[src/rtl/pair_adder_stage.sv]
// Pairs consecutive valid operand words (A then B) and emits a registered
// WIDTH-bit sum with carry, a one-cycle valid strobe, a pair counter and a sticky carry flag.
module pair_adder_stage #(
    parameter int WIDTH = 4,
    parameter int CNT_W = 8
) (
    input  logic             clk,
    input  logic             rst,
    input  logic             in_valid,
    input  logic [WIDTH-1:0] in_data,
    input  logic             flush,
    output logic             op_pending,
    output logic [WIDTH-1:0] sum,
    output logic             cout,
    output logic             out_valid,
    output logic [CNT_W-1:0] pair_count,
    output logic             carry_seen,
    output logic             dbg_state_o
);

    // Handshake: in_valid has no back-pressure; every cycle with in_valid=1
    // (and no rst/flush) consumes in_data, and out_valid is a one-cycle
    // strobe with no ready, so the consumer must sample it when it is high.
    typedef enum logic {
        S_A = 1'b0,
        S_B = 1'b1
    } state_e;

    state_e             state_q;
    logic [WIDTH-1:0]   op_a_q;
    logic [WIDTH-1:0]   sum_q;
    logic               cout_q;
    logic               out_valid_q;
    logic [CNT_W-1:0]   pair_count_q;
    logic               carry_seen_q;
    logic [WIDTH:0]     sum_full_d;

    // Only consumed when in_valid=1, so an undriven in_data never reaches state.
    always_comb begin
        sum_full_d = {1'b0, op_a_q} + {1'b0, in_data};
    end

    always_ff @(posedge clk) begin
        if (rst) begin
            state_q      <= S_A;
            op_a_q       <= '0;
            sum_q        <= '0;
            cout_q       <= 1'b0;
            out_valid_q  <= 1'b0;
            pair_count_q <= '0;
            carry_seen_q <= 1'b0;
        end else begin
            out_valid_q <= 1'b0;
            if (flush) begin
                state_q <= S_A;
                op_a_q  <= '0;
            end else begin
                case (state_q)
                    S_A: begin
                        if (in_valid) begin
                            op_a_q  <= in_data;
                            state_q <= S_B;
                        end
                    end
                    S_B: begin
                        if (in_valid) begin
                            sum_q        <= sum_full_d[WIDTH-1:0];
                            cout_q       <= sum_full_d[WIDTH];
                            out_valid_q  <= 1'b1;
                            pair_count_q <= pair_count_q + CNT_W'(1);
                            carry_seen_q <= carry_seen_q | sum_full_d[WIDTH];
                            state_q      <= S_A;
                        end
                    end
                    default: state_q <= S_A;
                endcase
            end
        end
    end

    assign op_pending  = (state_q == S_B);
    assign sum         = sum_q;
    assign cout        = cout_q;
    assign out_valid   = out_valid_q;
    assign pair_count  = pair_count_q;
    assign carry_seen  = carry_seen_q;
    assign dbg_state_o = state_q;

endmodule

[config.mk]
export PLATFORM = sky130hd
export DESIGN_NAME = pair_adder_stage
export DESIGN_NICKNAME = d
export VERILOG_FILES = /design/src/rtl/pair_adder_stage.sv
export SDC_FILE = /design/constraint.sdc
export NUM_CORES = 1
export LEC_CHECK = 0
export BUFFER_PORTS_ARGS = -buffer_cell sky130_fd_sc_hd__buf_2
export CORE_UTILIZATION = 45
export CTS_CLUSTER_DIAMETER = 150
export DETAILED_ROUTE_END_ITERATION = 10
export GPL_TIMING_DRIVEN = 0
export PLACE_DENSITY = 0.73
export SLEW_MARGIN = 20
export SYNTH_ARGS = -nofsm -noshare
export SYNTH_HDL_FRONTEND = slang
export SYNTH_SLANG_ARGS = --single-unit
[constraint.sdc]
create_clock -name clk -period 1.3 [get_ports clk]
set_input_delay 0.26 -clock clk [delete_from_list [all_inputs] [get_ports clk]]
set_output_delay 0.26 -clock clk [all_outputs]
set_load 0.01 [all_outputs]
# Word-level counts from Yosys, hierarchy flattened
# Index checks and enable logic that the tools add are counted.
# W data, S select, Z words.
dict set report totals {
  register_bits 20
  in_bits 8
  out_inout_bits 17
  word_cells 19
}
dict set report op_classes {
  n_addsub 2
  muxes 3
  n_bitwise 3
  reduce_logical 4
}
# cell count
set op_table {}
lappend op_table {{$add A8 B1 Y8 const B} 1}
lappend op_table {{$add A4 B4 Y5} 1}
lappend op_table {{$reduce_and A3 Y1} 1}
lappend op_table {{$reduce_or A3 Y1} 1}
lappend op_table {{$mux W1} 2}
lappend op_table {{$not A1 Y1} 2}
lappend op_table {{$pmux W1 S2} 1}
lappend op_table {{$reduce_and A2 Y1} 1}
lappend op_table {{$reduce_or A2 Y1} 1}
lappend op_table {{$or A1 B1 Y1} 1}

# Longest topological paths before layout
# Gate-level depths: netlist (run 1).
dict set report depth {
  word_depth 2
  depth_mapped 7
  depth_no_buf 7
}

# Worst setup path after synthesis (run 1)
# Ideal clock, no wire load.
dict set report synth_path {
  path_kind {register to register}
  startpoint {register op_a_q[0]}
  endpoint {register carry_seen_q (netlist: carry_seen)}
  setup_time_ps 71
  arrival_ps 1310
  t_required_ps 1229
  path_slack_ps -81
  stages_incl_launch_ff 8
  n_path_buf 0
  synth_period_minus_slack_ps 1381
  cell_sequence {dfxtp_1 > ha_1 > inv_1 > fa_1 > nor2b_1 > o21a_1 > o21ai_0 > a21oi_1}
}
dict set report synth_between {
  elab_chain_len 2
}
# item line_no
set synth_lines {}
lappend synth_lines {{start: declaration} 30} ;# logic [WIDTH-1:0] op_a_q;
lappend synth_lines {{start signal: assignment} 61} ;# op_a_q <= in_data;
lappend synth_lines {{$add A4 B4 Y5} 40} ;# sum_full_d = {1'b0, op_a_q} + {1'b0, in_data};
lappend synth_lines {{$or A1 B1 Y1} 71} ;# carry_seen_q <= carry_seen_q | sum_full_d[WIDTH];
lappend synth_lines {{end signal: assignment} 71}
lappend synth_lines {{end: declaration} 35} ;# logic carry_seen_q;
# Every way passes these cells.
# A chain may end at the register's enable or synchronous reset.

# Worst setup path in the final report (run 1)
dict set report layout_path {
  startpoint {register op_a_q[0]}
  endpoint {register cout_q (netlist: cout)}
}
dict set report layout_between {
  elab_chain_len 1
}
# item line_no
set layout_lines {}
lappend layout_lines {{$add A4 B4 Y5} 40}
lappend layout_lines {{end signal: assignment} 68} ;# cout_q <= sum_full_d[WIDTH];
lappend layout_lines {{end: declaration} 32} ;# logic cout_q;
# Every way passes these cells.

==> results.md, run 1 <==
* Critical Path Max Stage Delay at 0.36 ns
* Largest net degree at the start of global routing at 13
* Worst-path clk slew at 0.11 ns
* H-Tree Depth at 1
* Worst EP required at 1.54 ns
* Post-layout total power at 1230 uW
* Slew @ Worst Pin at 0.437 ns
* Initial antenna violation count at 0
* Synth Area in Compound Gates at 7.34%
* Crit path DAT at 1.62 ns
* Clock Skews at 0.0103 ns
* Initial cell density of the core at 50.6%
* XOR/XNOR share of the synthesized area at 6.66%
* Rows at 15
* Pwr/cell area at 1060 nW/um^2
* Die ar. at 2230 sq um
* Sinks on Clock Net at 20
* Setup TNS at -0.140 ns
* DRC Markers at 0
* Post-synthesis register bit count at 20
* Clock root buffer: clkbuf_4
* Syn Nets at 113
* Layout fillers at 166
* Worst hold endpoint: op_a_q[0]
* CTS Hold Bufs at 0
* Syn Area/Cell at 9.40 sq um
* Hold_sp: flush
* Failing checks: negative setup slack
* Critical path type: reg2reg
* GRT Overall Usage at 17.2%
* CTS tree: built
* Most frequent cells in the layout: buf_2, dfxtp_1, nand2_1
* R2R Setup Slk at -0.08 ns
* Mux share of post-synthesis cell area at 4.35%
* Period utilization at 106%
* Cell count after synthesis at 98
* Worst path slowest cell: dfxtp_2
* R2R Path End: cout
* Worst Setup End Kind: register
* Routed Wire Length at 1700 microns
* Post-Synth Simple-Gate Area at 21.7%
* Number of distinct library cells after synthesis at 28
* Sequential-to-total area share from yosys stat at 43.5%
* Startpoint types: register
* Gpl congestion at 0.836
* Clock buffer depth at 2
* Final setup vio count at 2
* Gr ovfl total at 0
* Reg2reg path depth at 7
* Initial DRC Count at 9
* DP HPWL at 1320 microns
* Min Tclk post-route at 1.38 ns
* Leading cell type in the layout, fill and taps excluded: buf_2
* Cell breakdown of the critical path: ha_4 -> inv_2 -> fa_2 -> nor2b_1 -> o21a_1 -> o21ai_2 -> a21oi_1
* Vias in the first global route at 614
* Share of layout cells above drive strength 1 at 32.0%
* Max-slew violation count at 0
* Die width at 47.2 microns
* RSZ-0062 raised after global routing: true
* Worst Slack Setup Final at -0.0782 ns
* Dpl ws at -0.147 ns
* Hold Violations, Final at 0
* Detail Route Antenna Nets at 0
* Post-synthesis adder-cell area fraction at 10.3%
* Leak at 0.000523 uW
* CTS Buf Count at 3
* Vias per inst at 4.94
* WL/cell at 11.4 microns
* Hold Crit Class: in2reg
* Worst-path fanout max at 2
* Worst-Skew Late Latency at 0.30 ns
* Final nets at 141
* Min Hold Slack at 0.203 ns
* Status: finished with violations
* Drt pass-1 iters at 4
* IO Port Bufs at 24
* # Max-Cap Violations at 0
* Cells on Worst Hold Path at 2
* Final core occ at 63.4%
* FF-to-FF Start: op_a_q[0]
* Synthesized area at 921 sq um
* Largest family of logic cells by synthesized area: simple AND/OR/NAND/NOR gates
* Core area at 1820 sq um
* # diodes at 0
* First-pass GRT wire length at 2660 microns
* Peak VDD IR at 0.000839 V
* Yosys warns at 0
* Top Ports at 25
* Layout area overhead at 25.3%
* Max-slew headroom at 70.9%
* Fmax at 726 MHz
* Total number of vias at 741
* Die height at 47.2 microns
* Post CTS Setup Buffer Count at 0
## state kept, by name (all words and copies together), names as in the netlist
| signal | flops |
|---|---|
| pair_count | 8 |
| op_a_q | 4 |
| sum | 4 |
| carry_seen | 1 |
| cout | 1 |
| dbg_state_o | 1 |
| out_valid | 1 |
## worst max path at each step
stage                     cells after the start          to       start
after floorplan                               7  carry_seen   op_a_q[0]
after global placement                        8        cout  in_data[0]
after detailed placement                      8  carry_seen  in_data[0]
after CTS                                     7  carry_seen   op_a_q[0]
after global routing                          7  carry_seen   op_a_q[0]
final                                         7        cout   op_a_q[0]
## critical path: cells and delay by family (launching register included)
family                     cells  cell delay (ns)
adders and majority gates      2             0.47
DFF                            1             0.36
AOI/OAI and AO/OA              3             0.33
and+or+nand+nor                1             0.12
buffers and inverters          1             0.03
## stage by stage
stage	cells	cell area (sq um)
floorplan	98	937
global placement	147	1090
detailed placement	147	1090
CTS	151	1150
global route	150	1150
finish	150	1150
## per-layer routing
metal | GRT usage, % | vias to the layer above | wire (microns)
met5 | 0 | - | 0
met1 | 21.3 | 332 | 821
li1 | - | 389 | -
met3 | 5.77 | 2 | 80
met2 | 28.2 | 18 | 789
met4 | 5.14 | 0 | 12
## report_power, final
group / total (uW) / switching, uW / internal, uW
clock: 495 / 184 / 312
sequential: 629 / 7.84 / 621
combinational: 102 / 54.6 / 47.5
total: 1230 / 246 / 980
## cells by family after synthesis
| logic type | Yosys count |
|---|---|
| buffers and inverters | 11 |
| flip-flops | 20 |
| adder cells (fa/ha/maj) | 7 |
| AND/OR/NAND/NOR | 37 |
| AO/OA/AOI/OAI | 12 |
| XOR/XNOR | 7 |
| multiplexers | 4 |
## cell type report
cell class	count	area, sq um	share of cell area [%]
timing repair buffer	24	120	10.4
clock inverter	1	30.0	2.60
buffer	5	37.5	3.25
sequential	20	405	35.1
multi-input combinational	67	488	42.3
tap	25	31.3	2.71
inverter	5	18.8	1.63
clock buffer	3	22.5	1.95
## Yosys cell counts
library cell | number | share of area [%]
buf_6 | 1 | 1.2
or4_1 | 1 | 0.82
nand3b_1 | 1 | 0.82
fa_1 | 1 | 2.2
a21oi_1 | 7 | 3.8
or3_1 | 1 | 0.68
xnor2_1 | 4 | 3.8
xor2_1 | 3 | 2.9
dfxtp_1 | 20 | 43
inv_1 | 5 | 2.0
clkbuf_1 | 3 | 1.2
a211oi_1 | 1 | 0.82
mux2i_1 | 4 | 4.3
ha_1 | 6 | 8.2
nand4b_1 | 1 | 0.95
nand4_1 | 3 | 2.0
nand3b_4 | 1 | 2.2
nand2_1 | 9 | 3.7
nor2_1 | 8 | 3.3
nor2b_1 | 1 | 0.68
o21a_1 | 1 | 0.82
buf_4 | 2 | 1.6
a21o_1 | 1 | 0.82
and3_1 | 1 | 0.68
nand3_1 | 2 | 1.1
and3b_2 | 1 | 1.1
o21ai_0 | 2 | 1.1
nor3_1 | 7 | 3.8
## what timing repair did
action | CTS | global route
endpoints found under the setup margin | 5 | 7
gates resized for setup | 2 | 3
pin swaps | 6 | 1
(Power assumes the default switching activity.)
==> inputs of run 2 (changes only) <==
Settings changed: SKIP_LAST_GASP set to 1, SLEW_MARGIN 20 to 40.
==> results.md, run 2 (synthesis results as in run 1) <==
* Status: finished with violations (unchanged)
* Failing checks: negative setup slack (unchanged)
* GRT Overall Usage at 17.2% (unchanged)
* Detail Route Antenna Nets at 0 (unchanged)
* Int Power at 980 uW (about the same)
* Sinks on Clock Net at 20 (unchanged)
* Gr ovfl total at 0 (unchanged)
* Initial DRC Count at 9 (unchanged)
* CTS tree: built (unchanged)
* Initial cell density of the core at 50.6% (unchanged)
* Share of layout cells above drive strength 1 at 32.0% (unchanged)
* Startpoint types: register (unchanged)
* Final cell count without fillers at 150 (unchanged)
* Vias in the first global route at 614 (unchanged)
* Post CTS Setup Buffer Count at 0 (unchanged)
* Max reg flops at 8 (unchanged)
* Total number of vias at 741 (unchanged)
* Clock Skews at 0.0102 ns (was 0.0103 ns)
* # diodes at 0 (unchanged)
* WL/cell at 11.4 microns (unchanged)
* Vias per inst at 4.94 (unchanged)
* Dpl ws at -0.147 ns (unchanged)
* Worst Slack Setup Final at -0.0782 ns (about the same)
* Clock root buffer: clkbuf_4 (unchanged)
* Flop pwr share at 51.3% (about the same)
* Gpl congestion at 0.836 (unchanged)
* Initial antenna violation count at 0 (unchanged)
* Leak at 0.000523 uW (unchanged)
* Largest net degree at the start of global routing at 13 (unchanged)
* Worst-path clk slew at 0.11 ns (about the same)
* Die height at 47.2 microns (unchanged)
* Final nets at 141 (unchanged)
* Crit path DAT at 1.62 ns (about the same)
* Drt pass-1 iters at 4 (unchanged)
* Layout area overhead at 25.3% (unchanged)
* Die ar. at 2230 sq um (unchanged)
* CTS Buf Count at 3 (unchanged)
* Switching portion of total power at 20.1% (about the same)
* Placed cell count at 147 (unchanged)
* Core area at 1820 sq um (unchanged)
* Max-slew headroom at 70.9% (about the same)
* DP HPWL at 1320 microns (unchanged)
* Combinational group share of total power at 8.3% (about the same)
* Rows at 15 (unchanged)
* DRC Markers at 0 (unchanged)
* Worst Setup End Kind: register (unchanged)
* IO Port Bufs at 24 (unchanged)
* RSZ-0062 raised after global routing: true (unchanged)
* Routed Wire Length at 1700 microns (unchanged)
* Pwr/cell area at 1060 nW/um^2 (about the same)
* Worst-Skew Late Latency at 0.30 ns (about the same)
* H-Tree Depth at 1 (unchanged)
* Period utilization at 106% (about the same)
* Clock share of power at 40.4% (about the same)
* # Max-Cap Violations at 0 (unchanged)
* Worst EP required at 1.54 ns (about the same)
* Hold Violations, Final at 0 (unchanged)
* Critical path type: reg2reg (unchanged)
* Fmax at 726 MHz (about the same)
* Most frequent cells in the layout: buf_2, dfxtp_1, nand2_1 (unchanged)
* Max-slew violation count at 0 (unchanged)
* Worst-path fanout max at 2 (unchanged)
* First-pass GRT wire length at 2660 microns (unchanged)
* Die width at 47.2 microns (unchanged)
* Clock buffer depth at 2 (unchanged)
* Top Ports at 25 (unchanged)
* Leading cell type in the layout, fill and taps excluded: buf_2 (unchanged)
* Slew @ Worst Pin at 0.437 ns (about the same)
* Min Tclk post-route at 1.38 ns (about the same)
* Hold Crit Class: in2reg (unchanged)
* Peak VDD IR at 0.000838 V (was 0.000839 V)
* Final setup vio count at 2 (unchanged)
* Layout fillers at 166 (unchanged)
* Switching power at 246 uW (about the same)
[run 2: cell counts in the layout (fill, tap and decap cells not counted)]
No cell type changed its count.
[run 2: metal layers]
metal	global-route usage (%)	up-vias	share of wire [%]
met4	5.14	0	0.70
li1	-	389	-
met3	5.77	2	4.7
met1	21.3	332	48
met5	0	-	0
met2	28.2	18	46
[run 2: power groups by stage]
stage,Clock [uW],Combinational (uW),Sequential (uW)
2_1_floorplan,0,61.9,646
6_report,495,102,629
4_1_cts,511,102,631
5_1_grt,539,115,631
3_5_place_dp,0,101,644
3_3_place_gp,0,98.3,643
[run 2: cell type report]
class	count	area, sq um	share of cell area, %
multi-input combinational	67	488	42.3
timing repair buffer	24	120	10.4
tap	25	31.3	2.71
clock buffer	3	22.5	1.95
buffer	5	37.5	3.25
clock inverter	1	30.0	2.60
sequential	20	405	35.1
inverter	5	18.8	1.63
[run 2: worst paths after layout]
path / from / end / slack (ns) / depth (start not counted)
worst max-delay path: op_a_q[0] / cout / -0.08 / 7
worst min register to register: cout / cout / 0.46 / 2
worst max register to register: op_a_q[0] / cout / -0.08 / 7
worst min-delay path: flush / op_a_q[0] / 0.20 / 2
[run 2: per-stage QoR]
| stage | hold slack [ns] | power [uW] | instance area (sq um) | util [%] | setup TNS (ns) |
|---|---|---|---|---|---|
| final | 0.204 | 1230 | 1150 | 63.4 | -0.140 |
| after global routing | 0.198 | 1280 | 1150 | 63.4 | -0.401 |
| after detailed placement | 0.449 | 745 | 1090 | 59.8 | -0.427 |
| after floorplan | 0.332 | 707 | 937 | - | -0.0143 |
| after CTS | 0.199 | 1240 | 1150 | 63.0 | -0.186 |
| after global placement | 0.437 | 742 | 1090 | 59.8 | -0.331 |
[run 2: worst max-delay path, cell delays in order (launching register included)]
cell and delay (ns):
dfxtp_2 0.36, ha_4 0.13, inv_2 0.03, fa_2 0.34, nor2b_1 0.12, o21a_1 0.13
o21ai_2 0.07, a21oi_1 0.13
[run 2: timing repair]
action / 4_1_cts / 5_1_grt
pin swaps: 5 / 1
cloned: 0 / 0
endpoints found under the setup margin: 5 / 7
hold buffers: 0 / 0
hold endpoints to repair: 0 / 0
gates resized for setup: 2 / 3
==> inputs of run 3 (changes only) <==
Settings changed: CORE_UTILIZATION 45 to 48, CTS_BUF_LIST set to sky130_fd_sc_hd__clkbuf_2 sky130_fd_sc_hd__clkbuf_4 sky130_fd_sc_hd__clkbuf_8, PLACE_DENSITY 0.73 to 0.77.
==> results.md, run 3 (synthesis results as in run 1) <==
* Status: finished with violations (unchanged)
* Failing checks: negative setup slack (unchanged)
* Total number of vias at 743 (was 741)
* Placed cell count at 147 (unchanged)
* Most frequent cells in the layout: buf_2, dfxtp_1, nand2_1 (unchanged)
* Detail Route Antenna Nets at 0 (unchanged)
* Max-slew headroom at 69.6% (was 70.9%)
* Share of layout cells above drive strength 1 at 32.8% (was 32.0%)
* Worst Setup End Kind: register (unchanged)
* Hold Crit Class: in2reg (unchanged)
* Max-slew violation count at 0 (unchanged)
* Worst path slowest cell: dfxtp_2 (unchanged)
* CTS tree: built (unchanged)
* DRC Markers at 0 (unchanged)
* Critical Path Max Stage Delay at 0.37 ns (was 0.36 ns)
* Min Tclk post-route at 1.39 ns (was 1.38 ns)
* Setup TNS at -0.196 ns (was -0.140 ns)
* Critical path type: reg2reg (unchanged)
* RSZ-0062 raised after global routing: true (unchanged)
* Sinks on Clock Net at 20 (unchanged)
* Crit path DAT at 1.64 ns (was 1.62 ns)
* Gr ovfl total at 0 (unchanged)
* Die height at 45.8 microns (was 47.2 microns)
* Slew @ Worst Pin at 0.456 ns (was 0.437 ns)
* Final cell count without fillers at 150 (unchanged)
* Period utilization at 107% (was 106%)
* DP HPWL at 1240 microns (was 1320 microns)
* Startpoint types: register (unchanged)
* Leak at 0.000522 uW (was 0.000523 uW)
* IO Port Bufs at 24 (unchanged)
* Routed Wire Length at 1660 microns (was 1700 microns)
* Clock buffer depth at 2 (unchanged)
* Vias per inst at 4.95 (was 4.94)
* Largest net degree at the start of global routing at 13 (unchanged)
* Worst-Skew Late Latency at 0.31 ns (was 0.30 ns)
* Vias in the first global route at 643 (was 614)
* Rows at 15 (unchanged)
* Worst-path clk slew at 0.11 ns (about the same)
* # Max-Cap Violations at 0 (unchanged)
* Family with the most delay on the worst path: adder cells (unchanged)
* Buf+Inv Stages, Crit Path at 1 (unchanged)
* Initial DRC Count at 4 (was 9)
* Drt pass-1 iters at 4 (unchanged)
* Hold_sp: flush (unchanged)
* GRT Overall Usage at 18.2% (was 17.2%)
* Gpl congestion at 0.780 (was 0.836)
* Fmax at 717 MHz (was 726 MHz)
* FF-to-FF Start: op_a_q[0] (unchanged)
* Worst Slack Setup Final at -0.0948 ns (was -0.0782 ns)
* Worst EP required at 1.55 ns (was 1.54 ns)
* WL/cell at 11.0 microns (was 11.4 microns)
* Initial cell density of the core at 52.2% (was 50.6%)
* Final setup vio count at 4 (was 2)
* Worst setup path startpoint: op_a_q[0] (unchanged)
* Die width at 45.8 microns (was 47.2 microns)
* Top Ports at 25 (unchanged)
* Worst-path fanout max at 2 (unchanged)
* Layout area overhead at 24.6% (was 25.3%)
* Die ar. at 2100 sq um (was 2230 sq um)
* Core area at 1760 sq um (was 1820 sq um)
* Initial antenna violation count at 0 (unchanged)
* # diodes at 0 (unchanged)
* Hold Violations, Final at 0 (unchanged)
* Max reg flops at 8 (unchanged)
* Leading cell type in the layout, fill and taps excluded: buf_2 (unchanged)
* Peak VDD IR at 0.000697 V (was 0.000838 V)
* Clock Skews at 0.00259 ns (was 0.0102 ns)
* Final core occ at 65.0% (was 63.4%)
* H-Tree Depth at 1 (unchanged)
* CTS Hold Bufs at 0 (unchanged)
* First-pass GRT wire length at 2710 microns (was 2660 microns)
* Pwr/cell area at 1080 nW/um^2 (was 1060 nW/um^2)
* Final nets at 141 (unchanged)
* Clock root buffer: clkbuf_4 (unchanged)
* CTS Buf Count at 3 (unchanged)
* Post CTS Setup Buffer Count at 0 (unchanged)
* Cell breakdown of the critical path: ha_4 -> inv_2 -> fa_2 -> nor2b_1 -> o21a_1 -> o21ai_2 -> a21oi_1 (unchanged)
## run 3: worst paths after layout
| path | to | slack [ns] | cells past startpoint |
|---|---|---|---|
| max | carry_seen | -0.09 | 7 |
| min | dbg_state_o | 0.20 | 2 |
| max reg2reg | carry_seen | -0.09 | 7 |
| min reg2reg | carry_seen | 0.46 | 2 |
## run 3: what timing repair did
| action | in CTS | in global routing |
|---|---|---|
| pin swaps | 5 | 0 |
| endpoints found under the setup margin | 4 | 8 |
| resized for setup | 1 | 3 |
## run 3: area by class of cell
type / instances / area, sq um
buffer: 5 / 33.8
fill: 158 / 617
clock inverter: 1 / 30.0
clock buffer: 3 / 22.5
timing repair buffer: 24 / 120
multi-input combinational: 67 / 487
inverter: 5 / 18.8
sequential: 20 / 404
tap: 25 / 31.3
## run 3: metal layers
layer  vias to the layer above  global-route usage [%]  share of wire [%]
li1                        385                       -                  -
met1                       336                    24.3                 49
met2                        17                    26.3                 44
met3                         5                    2.78                4.2
met4                         0                    13.5                2.8
met5                         -                       0                  0
## run 3: worst reg2reg max path, delay by kind of cell (launching register included)
family / cells / cell delay [ns]
buffers and inverters: 1 / 0.03
AND/OR/NAND/NOR: 1 / 0.12
AO/OA/AOI/OAI: 3 / 0.34
flip-flops: 1 / 0.37
adder cells (fa/ha/maj): 2 / 0.47
## run 3: report_power, final
part | leakage (uW) | internal [uW] | total [uW] | switching [uW]
Sequential | 0.000163 | 623 | 630 | 7.45
Combinational | 0.000332 | 47.3 | 101 | 54.0
Clock | 0.0000279 | 312 | 511 | 199
Total | 0.000522 | 982 | 1240 | 260
## run 3: through the flow
stage               hold WS (ns)  power (uW)  setup WS (ns)  instance area, sq um
floorplan                  0.332         707       -0.00717                   937
global placement           0.438         742         -0.107                  1090
detailed placement         0.440         744         -0.148                  1090
CTS                        0.192        1260        -0.0980                  1140
global route               0.191        1290         -0.134                  1150
finish                     0.199        1240        -0.0948                  1150
